### src/rtl/lc3_mmio_devices.sv
// rtl/lc3_mmio_devices.sv - LC-3 keyboard/display MMIO block with receive FIFO and interrupt presenter

// Keyboard receive queue: a circular buffer with an occupancy counter.
// A push while full is taken only when a pop frees a slot in the same cycle.
module lc3_kbd_fifo #(
    parameter int DEPTH = 4,
    parameter int WIDTH = 8
) (
    input  logic             clk,
    input  logic             rst,
    input  logic             push,
    input  logic [WIDTH-1:0] push_data,
    input  logic             pop,
    output logic [WIDTH-1:0] head,
    output logic             empty,
    output logic             full
);
    localparam int PW = $clog2(DEPTH);
    localparam logic [PW:0] FULL_COUNT = DEPTH[PW:0];

    logic [WIDTH-1:0] mem [DEPTH];
    logic [PW-1:0]    wr_ptr;
    logic [PW-1:0]    rd_ptr;
    logic [PW:0]      count;
    logic             do_push;
    logic             do_pop;

    assign empty   = (count == '0);
    assign full    = (count == FULL_COUNT);
    assign do_pop  = pop & ~empty;
    assign do_push = push & (~full | do_pop);
    assign head    = mem[rd_ptr];

    // Pointer and occupancy bookkeeping; pointers wrap because DEPTH is a power of two.
    always_ff @(posedge clk or posedge rst) begin
        if (rst) begin
            wr_ptr <= '0;
            rd_ptr <= '0;
            count  <= '0;
        end else begin
            if (do_push) wr_ptr <= wr_ptr + 1'b1;
            if (do_pop)  rd_ptr <= rd_ptr + 1'b1;
            case ({do_push, do_pop})
                2'b10:   count <= count + 1'b1;
                2'b01:   count <= count - 1'b1;
                default: count <= count;
            endcase
        end
    end

    // Storage array; contents are don't-care while empty, so it carries no reset.
    always_ff @(posedge clk) begin
        if (do_push) mem[wr_ptr] <= push_data;
    end
endmodule

module lc3_mmio_devices #(
    parameter int         KBD_DEPTH = 4,
    parameter logic [2:0] KBD_INTP  = 3'd4,
    parameter logic [7:0] KBD_INTV  = 8'h80,
    parameter logic [2:0] DSP_INTP  = 3'd3,
    parameter logic [7:0] DSP_INTV  = 8'h81
) (
    input  logic        clk,
    input  logic        rst,
    input  logic [15:0] mmio_addr,
    input  logic [15:0] mmio_wdata,
    input  logic        mmio_load,
    input  logic        mmio_rd,
    output logic [15:0] mmio_rdata,
    input  logic [7:0]  kbd_data,
    input  logic        kbd_valid,
    output logic        kbd_ready,
    output logic [7:0]  dsp_data,
    output logic        dsp_valid,
    input  logic        dsp_ready,
    output logic        irq,
    output logic [2:0]  intp,
    output logic [7:0]  intv
);
    localparam logic [15:0] ADDR_KBSR = 16'hFE00;
    localparam logic [15:0] ADDR_KBDR = 16'hFE02;
    localparam logic [15:0] ADDR_DSR  = 16'hFE04;
    localparam logic [15:0] ADDR_DDR  = 16'hFE06;

    logic       sel_kbsr, sel_kbdr, sel_dsr, sel_ddr;
    logic       kbd_ie, kbd_ovf, dsp_ie;
    logic       kbd_empty, kbd_full, kbd_pop, kbd_drop;
    logic [7:0] kbd_head;
    logic       ddr_accept;
    logic       kbd_pend, dsp_pend;
    logic [2:0] sel_intp;
    logic [7:0] sel_intv;
    logic       wdata_unused;

    assign sel_kbsr = (mmio_addr == ADDR_KBSR);
    assign sel_kbdr = (mmio_addr == ADDR_KBDR);
    assign sel_dsr  = (mmio_addr == ADDR_DSR);
    assign sel_ddr  = (mmio_addr == ADDR_DDR);

    // A combined load+read strobe is a write, so it never pops.
    assign kbd_pop    = mmio_rd & ~mmio_load & sel_kbdr & ~kbd_empty;
    assign kbd_drop   = kbd_valid & kbd_full & ~kbd_pop;
    assign kbd_ready  = ~kbd_full;
    // The holding register can reload in the very cycle the display drains it.
    assign ddr_accept = mmio_load & sel_ddr & (~dsp_valid | dsp_ready);

    assign wdata_unused = ^{mmio_wdata[15], mmio_wdata[12:8]};

    lc3_kbd_fifo #(
        .DEPTH (KBD_DEPTH),
        .WIDTH (8)
    ) u_kbd_fifo (
        .clk       (clk),
        .rst       (rst),
        .push      (kbd_valid),
        .push_data (kbd_data),
        .pop       (kbd_pop),
        .head      (kbd_head),
        .empty     (kbd_empty),
        .full      (kbd_full)
    );

    // Status/control registers and display holding register.
    always_ff @(posedge clk or posedge rst) begin
        if (rst) begin
            kbd_ie    <= 1'b0;
            kbd_ovf   <= 1'b0;
            dsp_ie    <= 1'b0;
            dsp_valid <= 1'b0;
            dsp_data  <= 8'h00;
        end else begin
            if (mmio_load && sel_kbsr) begin
                kbd_ie <= mmio_wdata[14];
                if (mmio_wdata[13]) kbd_ovf <= 1'b0;
            end
            // A fresh overflow outranks a same-cycle clear so the event is not lost.
            if (kbd_drop) kbd_ovf <= 1'b1;
            if (mmio_load && sel_dsr) dsp_ie <= mmio_wdata[14];
            if (ddr_accept) begin
                dsp_data  <= mmio_wdata[7:0];
                dsp_valid <= 1'b1;
            end else if (dsp_valid && dsp_ready) begin
                dsp_valid <= 1'b0;
            end
        end
    end

    // Read-data mux into the datapath; unmapped addresses read zero.
    always_comb begin
        mmio_rdata = 16'h0000;
        case (mmio_addr)
            ADDR_KBSR: mmio_rdata = {~kbd_empty, kbd_ie, kbd_ovf, 13'h0000};
            ADDR_KBDR: mmio_rdata = kbd_empty ? 16'h0000 : {8'h00, kbd_head};
            ADDR_DSR:  mmio_rdata = {~dsp_valid, dsp_ie, 14'h0000};
            ADDR_DDR:  mmio_rdata = {8'h00, dsp_data};
            default:   mmio_rdata = 16'h0000;
        endcase
    end

    assign kbd_pend = kbd_ie & ~kbd_empty;
    assign dsp_pend = dsp_ie & ~dsp_valid;

    // Priority select; the keyboard wins ties.
    always_comb begin
        sel_intp = 3'd0;
        sel_intv = 8'h00;
        if (kbd_pend && (!dsp_pend || (KBD_INTP >= DSP_INTP))) begin
            sel_intp = KBD_INTP;
            sel_intv = KBD_INTV;
        end else if (dsp_pend) begin
            sel_intp = DSP_INTP;
            sel_intv = DSP_INTV;
        end
    end

    // Registered presentation; irq flags any change, including a drop to none.
    always_ff @(posedge clk or posedge rst) begin
        if (rst) begin
            intp <= 3'd0;
            intv <= 8'h00;
            irq  <= 1'b0;
        end else begin
            intp <= sel_intp;
            intv <= sel_intv;
            irq  <= ({sel_intp, sel_intv} != {intp, intv});
        end
    end
endmodule

### config.mk
export PLATFORM = sky130hd
export DESIGN_NAME = lc3_mmio_devices
export DESIGN_NICKNAME = d
export VERILOG_FILES = /design/src/rtl/lc3_mmio_devices.sv
export SDC_FILE = /design/constraint.sdc
export NUM_CORES = 1
export LEC_CHECK = 0
export ABC_AREA = 1
export CAP_MARGIN = 5
export CORE_MARGIN = 1.5
export CORE_UTILIZATION = 50
export CTS_CLUSTER_DIAMETER = 80
export DETAILED_ROUTE_END_ITERATION = 8
export PLACE_DENSITY = 0.88
export REMOVE_ABC_BUFFERS = 1
export SYNTH_ARGS = -nofsm -noshare
export SYNTH_HDL_FRONTEND = slang
export SYNTH_SLANG_ARGS = --single-unit
### constraint.sdc
create_clock -name clk -period 3 [get_ports clk]
set_input_delay 0.6 -clock clk [delete_from_list [all_inputs] [get_ports clk]]
set_output_delay 0.6 -clock clk [all_outputs]
set_load 0.02 [all_outputs]
## Yosys cells after proc, flatten, opt, wreduce, memory -nomap -nowiden

Memory sizes are Yosys's and may differ from the RTL's.
Cells that the tools add are included.

| word-level totals | value |
|---|---|
| bits in registers | 31 |
| word-level logic and storage cells | 65 |
| bits of input ports | 46 |
| RAM bits | 32 |
| output and inout port bits | 38 |
| memories | 1 |

| operators by class | value |
|---|---|
| add/sub/neg operators | 4 |
| eq/ne operators | 8 |
| muxes and demuxes | 14 |
| bitwise operators | 18 |
| reduce and logical (&&, ||, !) cells | 9 |

Memory list:

| name | words | width | read ports | clocked after memory_dff | write ports | RTL line | source |
|---|---|---|---|---|---|---|---|
| u_kbd_fifo.mem | 4 | 8 | 1 | 0 | 1 | 21 | `logic [WIDTH-1:0] mem [DEPTH];` |

Operator list:

| cell | count |
|---|---|
| == test 16 bit (second input constant) | 4 |
| one-hot mux 16 bit (4 select lines) | 1 |
| 2-to-1 mux 8 bit | 3 |
| bitwise AND 1 bit | 11 |
| inequality test 11 bit | 1 |
| nonzero test 2 bit | 4 |
| 2-to-1 mux 1 bit | 7 |
| one-hot mux 3 bit (2 select lines) | 1 |
| NOT 1 bit | 5 |
| adder 2 x 1 -> 2 bit (second input constant) | 2 |
| adder 3 x 1 -> 3 bit (second input constant) | 1 |
| == test 3 bit (second input constant) | 1 |
| logical AND 1 bit | 3 |
| logical NOT 3 bit | 1 |
| 2-to-1 mux 3 bit | 1 |
| subtractor 3 x 1 -> 3 bit (second input constant) | 1 |
| == test 2 x 1 -> 1 bit (second input constant) | 1 |
| == test 2 bit (second input constant) | 1 |
| 2-to-1 mux 2 bit | 1 |
| bitwise OR 1 bit | 2 |
| AND reduction 2 bit | 1 |

## Longest topological paths before layout

| depth | value |
|---|---|
| depth in word-level cells | 9 |
| depth in mapped cells | 13 |
| gate-level depth less buffers | 13 |

## Cells and area by module

From an unflattened synthesis, not the netlist that was laid out.

| unflattened totals | value |
|---|---|
| cell total of the unflattened synthesis | 307 |
| area total of the unflattened synthesis | 2835.2 um^2 |

By module, submodules not included:

| module | instances | seq. area each (um^2) | cells an instance | area each (um^2) |
|---|---|---|---|---|
| lc3_kbd_fifo | 1 | 1136.1 | 149 | 1706.6 |
| lc3_mmio_devices | 1 | 400.4 | 158 | 1128.6 |

## Worst setup path after synthesis

No wires, ideal clock.

| path | value |
|---|---|
| path kind | input to register |
| from | input port mmio_addr[2] |
| to | register u_kbd_fifo.count[2] |
| stages | 11 |
| setup slack | 0.803 ns |
| arrival | 2.066 ns |
| required time | 2.869 ns |
| buffers on the path | 0 |
| setup time | 0.131 ns |
| cell sequence | nor2_1 nand2_1 nor2_4 nand3_4 inv_2 ha_1 inv_1 fa_1 a21oi_1 o21ai_0 xor2_1 |

| between the ends | value |
|---|---|
| word-level cells in the longest chain between the ends | 8 |
| elaborated cells between the ends (all ways) | 10 |
| classes of those cells | eq/ne: 3; mux: 1; bitwise: 5; reduce/logical: 1 |

Ends and longest elaborated chain:

| element | RTL line | source |
|---|---|---|
| start: declaration | 66 | `input logic [15:0] mmio_addr,` |
| == test 16 bit (*) | 97 | `assign sel_kbdr = (mmio_addr == ADDR_KBDR);` |
| bitwise AND 1 bit (*) (2 in series) | 102 | `assign kbd_pop = mmio_rd & ~mmio_load & sel_kbdr & ~kbd_empty;` |
| bitwise AND 1 bit (*) | 30 | `assign do_pop = pop & ~empty;` |
| net u_kbd_fifo.do_pop | 26 | `logic do_pop;` |
| bitwise OR 1 bit | 31 | `assign do_push = push & (~full \| do_pop);` |
| bitwise AND 1 bit | 31 |  |
| == test 2 x 1 -> 1 bit / == test 2 bit (equally long branches) | 43 | `case ({do_push, do_pop})` |
| one-hot mux 3 bit (2 select lines) / nonzero test 2 bit (equally long branches) | n/a |  |
| end signal: assignment | 44 | `2'b10: count <= count + 1'b1;` |
| end signal: assignment | 45 | `2'b01: count <= count - 1'b1;` |
| end signal: assignment | 46 | `default: count <= count;` |
| end: declaration | 24 | `logic [PW:0] count;` |

Mark *: on every way through the listed nets, which the timed path passes. The rest lies on a longest branch.
A chain may end at the register's enable or synchronous reset.

## Final worst setup path

| path | value |
|---|---|
| from | input port mmio_addr[9] |
| to | output port mmio_rdata[1] |

| between the ends | value |
|---|---|
| word-level cells in the longest chain between the ends | 2 |
| elaborated cells between the ends (all ways) | 5 |
| classes of those cells | eq/ne: 4; mux: 1 |

Ends and longest elaborated chain:

| element | RTL line | source |
|---|---|---|
| == test 16 bit | 152 | `case (mmio_addr)` |
| one-hot mux 16 bit (4 select lines) (*) | 152 |  |
| end: declaration | 70 | `output logic [15:0] mmio_rdata,` |

Every way passes the cells marked *; elsewhere a longest branch is shown, timed or not.

==> metrics.yaml <==
synth_compound_area_share_pct: 8.02
comb_power_share_pct: 26.4
relSlewSlack_pct: 41.2
total_switching_power_w: 0.000610
worst_setup_path_start_kind: "input pin"
timing.hold.ws_ns: 0.505
cp_num_buf_inv: 3
rows: 27
portBuffers: 66
synth_area_um2: 2840
min_period_over_period_pct: 96.4
root_buffer: "clkbuf_8"
layout.nets: 433
whs_path_depth: 2
fmax_mhz: 346
r2r_cells: 11
seq_area_um2: 1540
p_seq_share_pct: 49.7
wire_per_inst_um: 13.9
yosysSeqAreaShare_pct: 54.1
skew_ns: 0.00644
synth_top_area_share_pct: 33.9
place_hpwl_um: 4790
leakagePower_nw: 1.65
clk_pin_slew_ns: 0.09
period_needed_ns: 2.89
wl_um: 6290
die_h_um: 78.3
syn_to_final_growth_pct: 31.0
pin_count: 84
tightest_slew_ns: 0.881
yosys.area.top_type: "edfxtp_1"
grt_pass1_vias: 2175
cts_setup_buffers: 0
peakVddDrop_v: 0.000381
gp_congestion: 0.790
fin_ws_ns: 0.109
drc: 0
syn_avg_cell_area_um2: 9.40
intPower_w: 0.00142
hold_class: "reg2reg"
netlist_top_cells_count: "nand2_1 (51), nor2_1 (37), inv_1 (35), edfxtp_1 (32), o21ai_0 (26)"
finalHoldViolations: 0
cts_tree: "done"
power.density_nw_per_um2: 547
slew_viol_final: 0
synth_cell_type_count: 32
async_reset_ff_share_pct: 41.8
drive_gt1_share_pct: 14.4
grtUsageTotal_pct: 21.4
synth_top_family_by_area: "simple AND/OR/NAND/NOR gates"
drv_cap: 0
path_max_fanout: 8
holdBufCountCts: 0
cts_buffers: 5
synthMuxAreaShare_pct: 0
final_antenna_net_count: 0
end_kind: "output port"
grt-ovfl-total: 0
vias_per_cell: 5.14
dr.first_iter.drc_count: 140
synth_seq_cells: 55
synthSimpleGateAreaFrac_pct: 23.8
ys.flop_type: "edfxtp_1"
antenna_cells: 0
synth.top_cells.by_area: "edfxtp_1 (34%), dfrtp_1 (20%), nand2_1 (6.7%)"
die_x_um: 78.3
synth-adder-area-share_pct: 2.91
cpLargestDelayFamily: "buffers and inverters"
sw_frac_of_total_pct: 30.0
start_util_pct: 51.5
yosys_warnings: 0
rsz0062_at_grt: "no"
slowest_delay_ns: 0.49
cts_max_path_buffers: 2
synth_edf_count: 32
grt_max_degree: 24
crit_chain: "clkdlybuf4s50_1, inv_2, nor2_4, nand2_2, nor2_8, nand2_2, nor2_4, nand2_1, o21ai_1, dlygate4sd2_1"
filler_cell_count: 419
dp_slack_ns: -0.150
clock_latency_ns: 0.30
antenna_found_initial: 0
die_area_um2: 6140
synth_most_common_cell: "nand2_1"
setup_viol: 0
pwr-share-clk_pct: 23.9
crit_slowest_cell: "clkdlybuf4s50_1"
synth_xor_area_share_pct: 0.617
crit_required_ns: 2.40
clkSinkCount: 55
core_um2: 5510
first_pass_iters: 5
grt_pass1_wl_um: 10100
route.vias.total: 2332
status: "finished, final reports clean"
crit_cells: 10
cp.arrival_ns: 2.29
postSynthCellCount: 302
worstSetupPathType: "in2out"
multi_input_area_um2: 1040
cts_max_level: 2
-- power by group through the flow --
stage | Sequential [W] | Combinational, W | Clock (W)
floorplan | 0.00105 | 0.000281 | 0
global placement | 0.00102 | 0.000522 | 0
detailed placement | 0.00103 | 0.000545 | 0
CTS | 0.00101 | 0.000547 | 0.000497
global route | 0.00102 | 0.000607 | 0.000524
finish | 0.00101 | 0.000538 | 0.000485
-- state kept, by name, indices dropped and copies added (netlist names) --
register,cells
intp,2
intv,1
kbd_ovf,1
kbd_ie,1
u_kbd_fifo.count,3
irq,1
dsp_valid,1
dsp_ie,1
u_kbd_fifo.mem,32
dsp_data,8
u_kbd_fifo.rd_ptr,2
u_kbd_fifo.wr_ptr,2
-- logic make-up (layout without fill, tap and decap cells) --
| group | after synthesis | in the layout |
|---|---|---|
| and+or+nand+nor | 130 | 130 |
| buffers and inverters | 63 | 133 |
| DFF | 55 | 55 |
| AOI/OAI and AO/OA | 45 | 45 |
| adders and majority gates | 6 | 6 |
| xor gates and xnor gates | 2 | 2 |
| other | 1 | 11 |
-- layout by cell type (no fill, tap or decap), types with 2 or more instances in the layout --
cell             Yosys  routed
a21oi_1              5       5
buf_4               13      16
clkbuf_8             0       5
clkdlybuf4s50_1      0      55
conb_1               1      11
dfrtp_1             23      23
dlygate4sd2_1        0      10
edfxtp_1            32      32
ha_1                 5       5
inv_1               35      35
inv_2                8       8
nand2_1             51      51
nand2_2              5       5
nand2_4              2       2
nand3_1              5       5
nand3_4              2       2
nand4_1             11      11
nor2_1              37      37
nor2_2               5       5
nor2_4               3       3
nor2_8               2       2
o21ai_0             26      26
o21ai_1             13      13
-- path summary, 6_finish.rpt --
kind | from | end | slack [ns]
setup / recovery | mmio_addr[9] | mmio_rdata[1] | 0.11
hold / removal | kbd_ovf | kbd_ovf | 0.50
setup reg to reg | u_kbd_fifo.count[0] | u_kbd_fifo.count[2] | 0.80
hold reg to reg | kbd_ovf | kbd_ovf | 0.50
max in group asynchronous | rst | dsp_data[6] | 1.68
min in group asynchronous | rst | u_kbd_fifo.count[0] | 0.78
-- area by class of cell --
cell class                      instances  share of cell area [%]
Sequential cell                        55                    41.3
Clock buffer                            5                    1.85
Timing Repair Buffer                   82                    20.7
Inverter                               43                    4.34
Clock inverter                          3                    1.24
Tap cell                               72                    2.42
Multi-Input combinational cell        194                    28.1
-- worst reg2reg max path: stages (launching register included) --
cell and delay [ns]:
dfrtp_1 0.41, nor2_1 0.17, a21oi_1 0.13, nand3_4 0.14, nand2_4 0.07, nand2_4 0.11, ha_1 0.17, inv_1 0.07
fa_1 0.38, a21oi_1 0.15, o21ai_0 0.11, xor2_1 0.15
-- per-layer routing --
layer | GRT usage, % | routed length [um] | part of all wire [%]
met5 | 0 | 0 | 0
met3 | 2.79 | 331 | 5.3
met4 | 10.0 | 187 | 3.0
met1 | 25.7 | 2450 | 39
met2 | 38.2 | 3320 | 53
-- timing repair --
item	CTS	global route
setup endpoints to repair	10	1
resized for setup	10	1
hold endpoints to repair	0	0
-- stage by stage --
stage | std cells | setup TNS [ns] | total power (W) | area, um^2 | utilization [%]
after floorplan | 292 | 0 | 0.00133 | 2740 | -
after global placement | 446 | -0.953 | 0.00154 | 3610 | 65.6
after detailed placement | 446 | -1.27 | 0.00157 | 3610 | 65.6
after CTS | 454 | 0 | 0.00206 | 3720 | 67.5
after global routing | 454 | 0 | 0.00215 | 3720 | 67.5
final | 454 | 0 | 0.00203 | 3720 | 67.5
No activity file was read; power rests on OpenSTA's default activity.
==> RTL change 1 (same flow settings) <==
Change the parameter `KBD_INTV` from 8'h80 to 8'h60.
--- a/src/rtl/lc3_mmio_devices.sv
+++ b/src/rtl/lc3_mmio_devices.sv
@@ -57,7 +57,7 @@
 module lc3_mmio_devices #(
     parameter int         KBD_DEPTH = 4,
     parameter logic [2:0] KBD_INTP  = 3'd4,
-    parameter logic [7:0] KBD_INTV  = 8'h80,
+    parameter logic [7:0] KBD_INTV  = 8'h60,
     parameter logic [2:0] DSP_INTP  = 3'd3,
     parameter logic [7:0] DSP_INTV  = 8'h81
 ) (
Formal check against the unedited RTL: not equivalent (a bounded check fails within 4 cycles, from zero or initial values and one cycle with rst high).
==> RTL change 1 against the unedited design <==
- synthesized area shrank 2.3%
- sequential cell count fell by 1
- critical path type unchanged
- sequential power shrank 4%
- largest power group unchanged
- final area fell by 2.4%
- synthesized cell count is 5.3% lower
- worst setup slack worse by 0.012 ns
- combinational power fell by 23%
- total power fell by 12%
- fmax decreased by 0.40%
- clock power shrank 16%
- register-to-register slack better by 0.02 ns
- wire length fell by 5.6%
==> RTL change 1: results (changes against the unedited design) <==
Worst setup path:
- The worst reg-to-reg setup slack is 0.82 ns (+0.02 ns).
- The launching instance or port of the critical path is mmio_addr[1].
- The worst setup path endpoint is mmio_rdata[2].
- The biggest cell delay along the critical path is 0.51 ns (+0.02 ns).
- The maximum fanout along the worst path is 7 (-1).

Logic synthesis:
- The share of synthesized area occupied by flip-flops and latches is 0.545 (+0.00368).
- The fraction of synthesis flops using an asynchronous set or reset pin is 0.407 (-0.0108).
- In the synthesized netlist, the cells that appear most often are sky130_fd_sc_hd__nand2_1 (48), sky130_fd_sc_hd__inv_1 (33), sky130_fd_sc_hd__edfxtp_1 (32).
- Sorting the synthesized cells by area gives the leading types as sky130_fd_sc_hd__edfxtp_1 (35%), sky130_fd_sc_hd__dfrtp_1 (20%), sky130_fd_sc_hd__nand2_1 (6.5%).
- The average cell area after synthesis is 9.69 µm² (+3.2%).

Layout:
- The number of nets in the layout is 418 (-3.5%).
- The fraction of final layout cells sized beyond drive strength 1 is 0.158 (+0.0141).
- The count of placed standard cells in the final layout, fillers left out is 437 (-3.7%).

Placement:
- The cell count after placement came to 428 (-4.0%).
- The weighted congestion reported at the end of routability-driven placement was 0.845 (+7.0%).
- The placed standard-cell area was 3560 µm² (-1.6%).
- The HPWL reported at the end of detailed placement is 4.45 mm (-7.0%).

Global routing:
- The maximum number of pins on one net before global-route repair came to 23 (-4.2%).
- The wire length of the first global-routing pass came to 10.1 mm (about the same).
- The number of global-route vias before repair came to 2206 (+1.4%).

Timing:
- The relative slew slack is 0.444 (+0.0318).
- The setup skew after layout came to 0.00638 ns (-0.0000668 ns).

Detailed routing:
- The total routed wirelength is 5.94 mm (-5.6%).
- The number of DRC violations after detailed-routing iteration 0 is 185 (+32%).
- The number of detailed-route iterations in the first pass is 4 (-1).
- The routed via count divided by cell count is 4.99 (-2.9%).

Pwr:
- The leakage power was 1.63 nW (-1.2%).
- The fraction of power spent switching nets is 0.292 (-0.00765).
- The maximum resistive drop on vdd is 0.406 mV (+6.6%).

Outcome:
- The flow ran to the end, and the final reports show no timing, DRC or antenna violations.
[RTL change 1: cell count changes after synthesis, moves of 3 or more]
cell | before | now
sky130_fd_sc_hd__nand3_1 | 5 | 9
sky130_fd_sc_hd__nor2_1 | 37 | 28
sky130_fd_sc_hd__o21ai_1 | 13 | 5
sky130_fd_sc_hd__o21ai_0 | 26 | 30
sky130_fd_sc_hd__o22ai_1 | 0 | 3
sky130_fd_sc_hd__nand2_1 | 51 | 48
sky130_fd_sc_hd__a21oi_1 | 5 | 2
[RTL change 1: power by group through the flow]
stage | Sequential [mW] | Combinational [mW] | Clock (mW)
global route | 0.977 | 0.464 | 0.442
floorplan | 0.970 | 0.261 | 0
global placement | 0.975 | 0.388 | 0
CTS | 0.964 | 0.419 | 0.410
finish | 0.966 | 0.412 | 0.408
detailed placement | 0.980 | 0.412 | 0
[RTL change 1: layout make-up]
class                      instances  area, µm²
clock inverter                     1       5.00
multi-input combinational        180       1000
sequential                        54       1510
timing repair buffer              86        791
clock buffer                       7       86.3
inverter                          39        146
fill                             392       1610
tap                               70       87.6
[RTL change 1: worst min path at each step]
stage                                   end
floorplan               kbd_ovf$_DFFE_PP0P_
global placement    dsp_data[1]$_DFFE_PP0P_
detailed placement  dsp_data[3]$_DFFE_PP0P_
CTS                 dsp_data[3]$_DFFE_PP0P_
global route        dsp_data[3]$_DFFE_PP0P_
finish                  kbd_ovf$_DFFE_PP0P_
[RTL change 1: cells by family after synthesis]
kind of cell | share of synthesized area
other | 0.00135
flip-flops | 0.545
buffers and inverters | 0.104
AO/OA/AOI/OAI | 0.0736
AND/OR/NAND/NOR | 0.230
XOR/XNOR | 0.0126
adder cells (fa/ha/maj) | 0.0298
multiplexers | 0.00361
[RTL change 1: metrics by stage]
stage / hold slack [ns] / total power, mW / util / TNS (ns) / worst slack (ns)
final: 0.515 / 1.79 / 0.693 / 0 / 0.0977
after global routing: 0.540 / 1.88 / 0.693 / 0 / 0.00207
after CTS: 0.516 / 1.79 / 0.695 / 0 / 0.00710
after detailed placement: 0.485 / 1.39 / 0.679 / -1.27 / -0.218
after global placement: 0.485 / 1.36 / 0.679 / -0.841 / -0.153
after floorplan: 0.464 / 1.23 / - / 0 / 0.789
[RTL change 1: tightest hold or removal path, delay by kind of cell, from the launching register on]
family | cells | cell delay [ns]
simple gates | 1 | 0.06
compound gates | 1 | 0.08
flops | 1 | 0.35
[RTL change 1: routing by layer]
layer	vias up	part of all wire	global-route usage
li1	1065	-	-
met1	1014	0.40	0.269
met2	87	0.52	0.367
met3	14	0.065	0.0494
met4	0	0.023	0.0945
met5	-	0	0
[RTL change 1: timing repair]
action / in CTS / in global routing
endpoints found under the setup margin: 11 / 6
gates resized for setup: 10 / 15
setup buffers: 1 / 0
pin swaps: 1 / 0
==> RTL change 2 (same flow settings) <==
Made on the original files. Make the reset (`rst`) synchronous in 3 clocked blocks.
--- a/src/rtl/lc3_mmio_devices.sv
+++ b/src/rtl/lc3_mmio_devices.sv
@@ -32,7 +32,7 @@
     assign head    = mem[rd_ptr];
 
     // Pointer and occupancy bookkeeping; pointers wrap because DEPTH is a power of two.
-    always_ff @(posedge clk or posedge rst) begin
+    always_ff @(posedge clk) begin
         if (rst) begin
             wr_ptr <= '0;
             rd_ptr <= '0;
@@ -122,7 +122,7 @@
     );
 
     // Status/control registers and display holding register.
-    always_ff @(posedge clk or posedge rst) begin
+    always_ff @(posedge clk) begin
         if (rst) begin
             kbd_ie    <= 1'b0;
             kbd_ovf   <= 1'b0;
@@ -175,7 +175,7 @@
     end
 
     // Registered presentation; irq flags any change, including a drop to none.
-    always_ff @(posedge clk or posedge rst) begin
+    always_ff @(posedge clk) begin
         if (rst) begin
             intp <= 3'd0;
             intv <= 8'h00;
Formal check against the unedited RTL: differs if rst is asserted again (counterexample within 4 cycles, from zero or initial values and one cycle with rst high); with rst held inactive, the same outputs for 10 cycles.
==> RTL change 2 against the unedited design <==
- final area rose by 2.4%
- fmax rose by 0.68%
- sequential cell count rose by 2
- highest routed layer unchanged
- worst setup slack improved by 0.020 ns
- non-clock buffer count fell by 3
- wire length fell by 0.19%
- synthesized cell count rose by 11%
- synthesized area rose by 1.2%
Power is not compared: it rests on default switching activity, and its combinational part moved more than twofold at a synthesized area within 25%.
==> RTL change 2: results (changes against the unedited design) <==
Detailed routing:
- The sum of routed wire segments on met1 was 2.47 mm (+0.57%).
- The total vias in the final route is 2410 (+3.3%).
- The routed length on met2 was 3.37 mm (+1.6%).
- The number of DRC violations after detailed-routing iteration 0 is 171 (+22%).
- The wire length on met3 came to 346 µm (+4.5%).
- The routed via count divided by cell count is 4.91 (-4.4%).

Logic synthesis:
- In the post-synthesis netlist, the biggest area contributors are sky130_fd_sc_hd__edfxtp_1 (33%), sky130_fd_sc_hd__dfxtp_1 (17%), sky130_fd_sc_hd__nor2_1 (7.7%).
- The count of different cell masters after synthesis is 31 (-3.1%).
- Sorting the synthesized cells by how often they occur yields sky130_fd_sc_hd__nor2_1 (59), sky130_fd_sc_hd__inv_1 (48), sky130_fd_sc_hd__edfxtp_1 (32).
- The area of the mapped netlist came to 2870 µm² (+1.2%).
- The fraction of synthesis flops using an asynchronous set or reset pin is 0 (-0.418).
- The share of synthesized area occupied by flip-flops and latches is 0.509 (-0.0325).

Global routing:
- The met1 capacity usage during global routing came to 0.240 (-0.0168).
- The wire length of the first global-routing pass is 10.4 mm (+2.6%).
- The met2 track demand over resource is 0.410 (+0.0286).
- The maximum number of pins on one net before global-route repair is 17 (-29%).
- The total global routing track utilization is 0.219 (+0.00489).
- The number of global-route vias before repair was 2318 (+6.6%).

Layout:
- The non-clock buffer area fraction after layout is 0.195 (-0.0118).
- The layout overhead on the synthesized area is 32.6%.
- The count of multi-input gates is 214 (+10%).
- The fill cell instance count of the final layout is 411 (-1.9%).
- The flip-flop and latch count was 57 (+3.6%).
- The combined area of the multi-input logic cells came to 1100 µm² (+5.6%).
- The non-clock buffer count in the final layout is 79 (-3.7%).
- The fraction of final layout cells sized beyond drive strength 1 is 0.136 (-0.00794).
- The clock tree cell share of total cell area is 0.0552 (+0.0242).

Placement:
- The placed standard-cell area is 3610 µm² (about the same).
- The HPWL reported at the end of detailed placement is 4.50 mm (-6.0%).
- The weighted congestion reported at the end of routability-driven placement came to 0.944 (+20%).

Worst setup path:
- The arrival time of data at the critical path endpoint was 2.27 ns (-0.02 ns).

Outcome:
- The flow ran to the end, and the final reports show no timing, DRC or antenna violations.

Timing:
- The setup skew after layout is 0.00379 ns (-0.00265 ns).

Clock network:
- The number of buffers inserted during clock tree synthesis is 9 (+4).
- The worst-skew pair later-pin latency is 0.33 ns (+0.03 ns).
- The number of instances resized during post-cts repair is 11 (+1).
[RTL change 2: final timing paths]
check                                     endpoint                             start  slack (ns)  cells past startpoint
hold / removal                 kbd_ie$_SDFFE_PP0P_               kbd_ie$_SDFFE_PP0P_        0.48                      2
hold reg to reg                kbd_ie$_SDFFE_PP0P_               kbd_ie$_SDFFE_PP0P_        0.48                      2
setup / recovery                     mmio_rdata[5]                      mmio_addr[9]        0.13                      9
setup reg to reg  u_kbd_fifo.count[2]$_SDFFE_PP0P_  u_kbd_fifo.count[2]$_SDFFE_PP0P_        0.84                     11
[RTL change 2: logic make-up after synthesis]
| logic type | after synthesis | share of synthesized area |
|---|---|---|
| flip-flops | 57 | 0.509 |
| AO/OA/AOI/OAI | 55 | 0.0976 |
| buffers and inverters | 75 | 0.120 |
| XOR/XNOR | 1 | 0.00305 |
| adder cells (fa/ha/maj) | 6 | 0.0288 |
| other | 1 | 0.00131 |
| AND/OR/NAND/NOR | 141 | 0.241 |
